$ cat src/rtl/fetch_branch_predictor.sv
// Fetch-stage pre-decoder: classifies jal/jalr/bxx and predicts the next fetch
// target from a 2-bit counter table, a return address stack or the immediate.
module fetch_branch_predictor #(
    parameter int BHT_DEPTH = 64,
    parameter int RAS_DEPTH = 4,
    parameter bit BHT_EN    = 1'b1
) (
    input  logic        clk,
    input  logic        rstn,
    input  logic        fet_valid,
    input  logic [31:0] fet_pc,
    input  logic [31:0] fet_instr,
    input  logic        stall,
    input  logic        flush,
    input  logic [31:0] rs1_val,
    input  logic        rs1_busy,
    input  logic        upd_valid,
    input  logic [31:0] upd_pc,
    input  logic        upd_taken,
    output logic        is_jal,
    output logic        is_jalr,
    output logic        is_bxx,
    output logic        pred_taken,
    output logic [31:0] pred_target,
    output logic        pred_from_ras,
    output logic        jalr_stall
);

    localparam int IW = (BHT_DEPTH > 1) ? $clog2(BHT_DEPTH) : 1;
    localparam int PW = (RAS_DEPTH > 1) ? $clog2(RAS_DEPTH) : 1;
    localparam logic [PW:0] RAS_FULL = (PW+1)'(RAS_DEPTH);

    logic [6:0]  opcode;
    logic [4:0]  rd;
    logic [4:0]  rs1;
    logic        link_rd;
    logic        link_rs1;
    logic [31:0] j_imm;
    logic [31:0] b_imm;
    logic [31:0] i_imm;
    logic [31:0] jal_tgt;
    logic [31:0] bxx_tgt;
    logic [31:0] jalr_tgt;
    logic [31:0] push_val;
    logic        dir;

    assign opcode = fet_instr[6:0];
    assign rd     = fet_instr[11:7];
    assign rs1    = fet_instr[19:15];

    assign link_rd  = (rd == 5'd1) || (rd == 5'd5);
    assign link_rs1 = (rs1 == 5'd1) || (rs1 == 5'd5);

    assign j_imm = {{12{fet_instr[31]}}, fet_instr[19:12], fet_instr[20],
                    fet_instr[30:21], 1'b0};
    assign b_imm = {{20{fet_instr[31]}}, fet_instr[7], fet_instr[30:25],
                    fet_instr[11:8], 1'b0};
    assign i_imm = {{21{fet_instr[31]}}, fet_instr[30:20]};

    assign is_jal  = fet_valid && (opcode == 7'b1101111);
    assign is_jalr = fet_valid && (opcode == 7'b1100111);
    assign is_bxx  = fet_valid && (opcode == 7'b1100011);

    // Return address stack: ptr_q is the next free slot, top is ptr_q-1
    logic [31:0]   ras_q [RAS_DEPTH];
    logic [PW-1:0] ptr_q;
    logic [PW:0]   cnt_q;
    logic [PW-1:0] top_idx;
    logic          ras_push;
    logic          ras_pop;
    logic          ras_empty;
    logic          ras_upd;

    assign top_idx   = ptr_q - 1'b1;
    assign ras_empty = (cnt_q == '0);
    assign ras_push  = (is_jal || is_jalr) && link_rd;
    assign ras_pop   = is_jalr && link_rs1 && (!link_rd || (rd != rs1));

    assign pred_from_ras = ras_pop && !ras_empty;
    assign jalr_stall    = is_jalr && !pred_from_ras && (rs1 != 5'd0) && rs1_busy;
    assign ras_upd       = fet_valid && !stall && !flush && !jalr_stall;

    assign push_val = fet_pc + 32'd4;
    assign jal_tgt  = fet_pc + j_imm;
    assign bxx_tgt  = fet_pc + b_imm;
    assign jalr_tgt = pred_from_ras ? ras_q[top_idx]
                                    : ((rs1_val + i_imm) & 32'hFFFF_FFFE);

    always_ff @(posedge clk or negedge rstn) begin
        if (!rstn) begin
            ptr_q <= '0;
            cnt_q <= '0;
            for (int i = 0; i < RAS_DEPTH; i++) begin
                ras_q[i] <= '0;
            end
        end else if (ras_upd) begin
            if (ras_pop && !ras_empty && ras_push) begin
                ras_q[top_idx] <= push_val;
            end else if (ras_pop && !ras_empty) begin
                ptr_q <= ptr_q - 1'b1;
                cnt_q <= cnt_q - 1'b1;
            end else if (ras_push) begin
                ras_q[ptr_q] <= push_val;
                ptr_q        <= ptr_q + 1'b1;
                if (cnt_q != RAS_FULL) begin
                    cnt_q <= cnt_q + 1'b1;
                end
            end
        end
    end

    if (BHT_EN) begin : g_bht
        logic [1:0]    ctr_q [BHT_DEPTH];
        logic [IW-1:0] rd_idx;
        logic [IW-1:0] wr_idx;
        logic          unused_upd_bits;

        assign rd_idx = fet_pc[IW+1:2];
        assign wr_idx = upd_pc[IW+1:2];
        assign dir    = ctr_q[rd_idx][1];
        assign unused_upd_bits = ^{upd_pc[31:IW+2], upd_pc[1:0]};

        always_ff @(posedge clk or negedge rstn) begin
            if (!rstn) begin
                for (int i = 0; i < BHT_DEPTH; i++) begin
                    ctr_q[i] <= 2'b01;
                end
            end else if (upd_valid) begin
                if (upd_taken && (ctr_q[wr_idx] != 2'b11)) begin
                    ctr_q[wr_idx] <= ctr_q[wr_idx] + 2'b01;
                end else if (!upd_taken && (ctr_q[wr_idx] != 2'b00)) begin
                    ctr_q[wr_idx] <= ctr_q[wr_idx] - 2'b01;
                end
            end
        end
    end else begin : g_static
        logic unused_upd_bits;

        // Backward branches (negative offset) are predicted taken
        assign dir = fet_instr[31];
        assign unused_upd_bits = ^{upd_valid, upd_pc, upd_taken};
    end

    assign pred_taken = is_jal || (is_jalr && !jalr_stall) || (is_bxx && dir);

    always_comb begin
        pred_target = '0;
        unique case (1'b1)
            is_jal:  pred_target = jal_tgt;
            is_jalr: pred_target = jalr_tgt;
            is_bxx:  pred_target = bxx_tgt;
            default: pred_target = '0;
        endcase
    end

endmodule
$ cat config.mk
export PLATFORM = sky130hd
export DESIGN_NAME = fetch_branch_predictor
export DESIGN_NICKNAME = d
export VERILOG_FILES = /design/src/rtl/fetch_branch_predictor.sv
export SDC_FILE = /design/constraint.sdc
export NUM_CORES = 1
export LEC_CHECK = 0
export CAP_MARGIN = 30
export CORE_MARGIN = 4
export CORE_UTILIZATION = 52
export CTS_BUF_LIST = sky130_fd_sc_hd__clkbuf_8
export DETAILED_ROUTE_END_ITERATION = 8
export PLACE_DENSITY = 0.76
export SLEW_MARGIN = 20
export SYNTH_ARGS = -nofsm -noshare
export SYNTH_HDL_FRONTEND = slang
export SYNTH_SLANG_ARGS = --single-unit
export TNS_END_PERCENT = 50
$ cat constraint.sdc
create_clock -name clk -period 4.1 [get_ports clk]
set_input_delay 0.41 -clock clk [delete_from_list [all_inputs] [get_ports clk]]
set_output_delay 0.41 -clock clk [all_outputs]
set_load 0.05 [all_outputs]
After elaboration in Yosys (flattened, before gate mapping)
Index checks and enable logic that the tools add are counted.

word-level totals
  register bits = 261
  word-level logic and storage cells = 179

operators by class
  bitwise operators = 5
  reductions and logical operators = 45
  add/subtract/negate cells = 10
  equality and inequality tests = 11
  magnitude comparators = 7
  multiplexer cells = 31

operators by type and width
  kind                                                                          number
  128-bit two-way mux                                                           5
  128-bit bitwise mux                                                           4
  32-bit two-way mux                                                            5
  32-bit demux with 2-bit select                                                2
  32-bit adder                                                                  3
  32-bit one-hot mux with 3 select lines                                        1
  32-bit binary-select mux with 2-bit select                                    1
  32-bit by 3-bit adder with 32-bit output, second input constant               1
  2-bit binary-select mux with 6-bit select                                     2
  7-bit == test, second input constant                                          3
  1-bit logical AND                                                             21
  7-bit greater-or-equal comparator, second input constant                      2
  2-bit two-way mux                                                             7
  6-bit NOT with 7-bit output                                                   2
  2-bit demux with 6-bit select                                                 1
  5-bit by 1-bit == test with 1-bit output, second input constant               2
  5-bit by 3-bit == test with 1-bit output, second input constant               2
  2-bit nonzero test                                                            5
  3-bit two-way mux                                                             3
  1-bit zero test                                                               7
  7-bit by 1-bit less-than comparator with 1-bit output, second input constant  1
  3-bit greater-or-equal comparator, second input constant                      2
  1-bit logical OR                                                              6
  3-bit by 1-bit less-than comparator with 1-bit output, second input constant  2
  15 further kinds                                                              19

Longest topological paths before layout
  depth after elaboration = 14
  gate-level depth with buffers = 20
  gate-level depth less buffers = 18

Worst setup path before layout
Ideal clock, no wire load.

  kind = in2reg
  from = input port fet_instr[4]
  to = register ras_q[1] (netlist bit)
  setup time = 0.125 ns
  stages on the path = 17
  path slack = -0.715 ns
  path buffers = 5
  arrival time = 4.689 ns
  cell sequence = nand4b_1 nor2_1 nand2_1 or2_2 clkbuf_1 inv_1 nand2_1 inv_1 buf_1 ha_1 buf_1 nor2_1 or4_4 or2_1 buf_2 buf_6 mux2_4

between the ends
  longest elaborated chain between the ends = 12
  elaborated cells between the ends (all ways) = 20
  classes of those cells = eq/ne (3); mux (1); reduce/logical (16)

RTL lines
  what                                  RTL line  source
  start: declaration                    12        input logic [31:0] fet_instr,
  7-bit == test *                       61        assign is_jalr = fet_valid && (opcode == 7'b1100111);
  1-bit logical AND *                   61
  via is_jalr                           21        output logic is_jalr,
  1-bit logical AND * (2 in a row)      77        assign ras_pop = is_jalr && link_rs1 && (!link_rd || (rd != rs1));
  1-bit logical AND *                   79        assign pred_from_ras = ras_pop && !ras_empty;
  via pred_from_ras                     25        output logic pred_from_ras,
  1-bit zero test                       80        assign jalr_stall = is_jalr && !pred_from_ras && (rs1 != 5'd0) && rs1_busy;
  1-bit logical AND (3 in a row)        80
  1-bit zero test                       81        assign ras_upd = fet_valid && !stall && !flush && !jalr_stall;
  1-bit logical AND                     81
  3-bit AND reduction (no source line)  n/a
  end signal: indexed assignment        98        ras_q[top_idx] <= push_val;
  end signal: indexed assignment        103       ras_q[ptr_q] <= push_val;
  end: declaration                      65        logic [31:0] ras_q [RAS_DEPTH];

The timed path passes the listed nets; every way through them passes the cells marked *.
A chain may end at the register's enable or synchronous reset.

Final worst setup path
  from = input port fet_instr[4]
  to = output port pred_target[30]

between the ends
  longest elaborated chain between the ends = 7
  elaborated cells between the ends (all ways) = 11
  classes of those cells = eq/ne (3); mux (2); reduce/logical (6)

RTL lines
  what                                      RTL line  source
  7-bit == test                             61
  1-bit logical AND                         61
  1-bit logical AND (2 in a row)            77
  1-bit logical AND                         79
  32-bit two-way mux                        86        assign jalr_tgt = pred_from_ras ? ras_q[top_idx]
  32-bit one-hot mux with 3 select lines *  148       unique case (1'b1)
  end: declaration                          24        output logic [31:0] pred_target,

Mark *: on every way between the ends. The rest lies on a longest branch, timed or not.

==> results by stage <==
Synth:
- After synthesis, the netlist uses 74 different library cells.
- After synthesis, flip-flops and latches occupy 40.7% of the total area.
- Counting flops with a built-in enable in the synthesized netlist gives 0.
- By area the synthesized netlist is led by sky130_fd_sc_hd__dfrtp_1, sky130_fd_sc_hd__dfstp_2, sky130_fd_sc_hd__nand2_1, sky130_fd_sc_hd__o21ai_0, sky130_fd_sc_hd__mux4_2.
- The number of nets in the synthesized netlist is 1,986.
- The post-synthesis cell count is 1,773.
- The synthesized design contains 261 register bits.
- The most used flip-flop cell after synthesis is sky130_fd_sc_hd__dfrtp_1.
- The synthesized area is 16,200 um^2.
- For this run, the number of Yosys warnings is 0.
- The cell with the most instances after synthesis is sky130_fd_sc_hd__nand2_1.
- Counting instances in the post-synthesis netlist gives the leading cell types as sky130_fd_sc_hd__nand2_1, sky130_fd_sc_hd__o21ai_0, sky130_fd_sc_hd__dfrtp_1.
- The leading area contributor after synthesis is sky130_fd_sc_hd__dfrtp_1.
- The mean post-synth cell area is 9.16 um^2.
- Of all flip-flops after synthesis, the portion carrying an async set or reset was 100%.
- In this run the biggest area consumer among cell types represents 30.3% of the synthesized area.

Die:
- In this run the core area contains 64 standard-cell rows.
- In this run the vertical extent of the chip is 185 um.
- The die covers 34,100 um^2.
- The core region is 30,700 um^2.
- 174 I/O pins were placed.
- The horizontal die dimension is 185 um.
- The initial standard-cell utilization of the core is 53.0%.

Pwr:
- IR analysis of the VDD net gives a maximum drop of 0.000457 V.
- The leakage component of the power is 9.21 nW.
- The total power consumption of the routed design is 0.00684 W.
- The ratio of total power to cell area is 317 nW/um^2.

Timing:
- Once routing completed, OpenROAD measured the worst setup slack at -0.0160 ns.
- On the final layout, the worst clock skew is 0.0424 ns.
- The number of failing hold endpoints at the final stage was 0.
- The fmax is 0.243 GHz.
- The max-slew violation count was 0.
- For the finished layout, the period the worst path requires is 4.12 ns.
- The transition time of the tightest slew-check pin is 0.858 ns.
- The total setup violations reported at the end of the flow is 2.
- The worst path uses 100% of the clock period.
- In this run the tightest slew margin relative to its limit is 42.8%.
- Setup repair after global routing could not meet its margin everywhere.

Final layout:
- Relative to the synthesized area, the layout overhead comes to 32.6%.
- The post-layout net count is 2,309.
- The number of diodes added for antenna fixing is 0.
- The final non-filler cell total is 2,525.
- The layout cell share with drive strength beyond 1 is 27.1%.
- The number of filler instances in the final layout is 2,286.
- The post-route core utilization is 70.2%.

Run:
- The number of max-capacitance violations reported is 0.

Clocking:
- Counting along the longest clock path gives a buffer depth of 3.
- For the worst-skew pair, the clock arrives at the later sink with an insertion delay of 0.56 ns.
- The tree built by TritonCTS fans out to 261 sinks.
- The H-tree was split into 2 levels.
- The number of clock buffers inserted by TritonCTS is 44.
- The TritonCTS clock tree is yes.
- The clock-pin slew reported for the worst setup and hold paths after clock tree synthesis is 0.06 ns.
- The cell at the root of the clock tree is sky130_fd_sc_hd__clkbuf_8.

GRT:
- The overall routing resource usage is 29.1%.
- The global-route wire length before repair is 80.1 mm.
- The number of global-route vias before repair came to 15,400.
- The largest net degree at the start of global routing is 115.
- The global route total overflow is 0.
- The number of antenna violations at the first check in global routing is 1.

Outcome:
- The run finished, with violations left.
- The final reports fail on negative setup slack.

Routing:
- For this run, the detailed router's first-pass iteration total came to 6.
- The per-cell routed wire length is 20.2 um.
- For this block, the routed nets add up to 50.9 mm of wire.
- The via count is 15,300.
- After the first detailed-routing iteration, the DRC count stood at 1,260.
- The residual DRC count is 0.
- Once detail routing completed, the nets flagged for antenna violations numbered 0.
- After detailed routing, the number of vias per cell comes to 6.04.

Worst hold path:
- The critical hold path startpoint is fet_valid.
- The class of the tightest hold or removal check is in -> reg.

Placement:
- The final RePlAce weighted congestion is 0.934.
- The half-perimeter wire length of the detailed placement result is 37.3 mm.
- The number of cells in the design after placement is 2,430.
- Timing analysis after detailed placement gives a worst setup slack of -0.727 ns.
- The total of buffers placed on input and output ports is 147.

Critical path:
- The worst endpoint data arrival time is 3.71 ns.
- The startpoint of the most critical setup path is fet_instr[4].
- In this design, the stage delay of the slowest critical-path cell is 0.29 ns.
- The worst setup path is of the in -> out kind.
- The data required time at the worst endpoint is 3.69 ns.
- Counting stages on the worst path, the most repeated cell is sky130_fd_sc_hd__o211ai_1.
- STA classifies the critical path startpoint as an input pin.
- The cell with the biggest individual delay on the critical path is sky130_fd_sc_hd__a221o_1.
- The type of element capturing the critical path is an output port.
- The signal on the critical path passes through buf_6 > nand4b_1 > nor2_4 > nand2_4 > clkinvlp_4 > nand2_2 > nand2_4 > ha_4 > a211oi_4 > o21ai_2 > nor4bb_4 > o211ai_1 > buf_4 > a21boi_2 > o211a_1 > o211ai_1 > nand2b_1 > a221o_1 > o211ai_1 > clkbuf_16.
- The worst-path maximum fanout is 6.
==> final timing paths <==
check	end	slack (ns)	cells after the start
max in group asynchronous	asynchronous set/reset pin	2.57	3
worst min-delay path	ptr_q[0]	0.38	4
worst min register to register	ras_q[94]	0.47	2
min in group asynchronous	g_bht.ctr_q[85]	0.49	2
worst max register to register	g_bht.ctr_q[113]	0.94	15
worst max-delay path	pred_target[30]	-0.02	20
==> area by class of cell <==
type                            instances  area, um^2  area share [%]
Multi-Input combinational cell       1392        9900            46.0
Sequential cell                       261        6610            30.7
Timing Repair Buffer                  373        3600            16.7
Clock buffer                           51         702            3.26
Tap cell                              396         495            2.30
Clock inverter                         28         129           0.598
Inverter                               24        97.6           0.453
==> worst max-delay path, delay by kind of cell <==
kind | cells | cell delay, ns
and+or+nand+nor | 7 | 0.92
buffers and inverters | 4 | 0.62
adders and majority gates | 1 | 0.21
AOI/OAI and AO/OA | 8 | 1.54
==> power breakdown <==
group	total (W)	leakage (nW)	switching (W)	internal (W)
Combinational	0.00168	5.33	0.000914	0.000768
Clock	0.00219	0.502	0.00105	0.00114
Sequential	0.00296	3.38	0.000144	0.00282
Total	0.00684	9.21	0.00211	0.00473
==> cell families after synthesis <==
logic type / Yosys count / share of synthesized area (%)
AND/OR/NAND/NOR: 599 / 16.2
AO/OA/AOI/OAI: 547 / 20.1
flip-flops: 261 / 40.7
buffers and inverters: 120 / 3.02
XOR/XNOR: 87 / 4.69
multiplexers: 82 / 9.18
adder cells (fa/ha/maj): 77 / 6.07
==> metrics by stage <==
step	hold slack, ns	cell area, um^2	TNS [ns]
after CTS	0.341	21300	-0.0135
after global placement	0.456	20000	-6.42
after floorplan	0.114	16400	-0.108
after detailed placement	0.466	20000	-7.33
final	0.383	21500	-0.0303
after global routing	0.375	21500	-0.635
==> cell usage in the layout, fill, tap and decap left out, types with 10 or more instances in the layout <==
master	synthesis	layout
sky130_fd_sc_hd__nand3_1	22	21
sky130_fd_sc_hd__nand2_1	384	372
sky130_fd_sc_hd__dfstp_2	64	64
sky130_fd_sc_hd__ha_4	0	16
sky130_fd_sc_hd__o21ai_0	284	273
sky130_fd_sc_hd__clkbuf_8	0	51
sky130_fd_sc_hd__nand2b_1	15	15
sky130_fd_sc_hd__nor2b_1	13	11
sky130_fd_sc_hd__nor2_1	61	58
sky130_fd_sc_hd__xnor2_1	40	37
sky130_fd_sc_hd__mux4_2	50	50
sky130_fd_sc_hd__clkdlybuf4s50_1	0	99
sky130_fd_sc_hd__ha_1	74	58
sky130_fd_sc_hd__nand4_1	14	14
sky130_fd_sc_hd__nand2_2	0	10
sky130_fd_sc_hd__inv_1	23	40
sky130_fd_sc_hd__buf_4	0	213
sky130_fd_sc_hd__buf_12	0	40
sky130_fd_sc_hd__dfrtp_1	197	196
sky130_fd_sc_hd__a21o_1	34	33
sky130_fd_sc_hd__mux2i_1	20	20
sky130_fd_sc_hd__or2_2	7	11
sky130_fd_sc_hd__o22ai_1	43	40
sky130_fd_sc_hd__and3_1	17	13
sky130_fd_sc_hd__nor3_1	20	17
sky130_fd_sc_hd__xor2_1	47	45
sky130_fd_sc_hd__a21oi_1	59	52
sky130_fd_sc_hd__a22oi_1	31	31
==> metal layers <==
layer  wire length, um  GRT usage (%)  up-vias
li1                  -              -     7076
met4              1580           9.60        2
met3              4370           5.47      123
met2             23800           47.8      689
met1             21200           39.2     7373
met5                11              0        -
==> what timing repair did <==
item	in CTS	in global routing
endpoints found under the hold margin	95	0
gates resized for setup	106	45
gates cloned	0	0
setup endpoints to repair	17	10
buffers inserted	11	6
hold buffers	1	0
pin swaps	52	41
(Power assumes the default switching activity.)
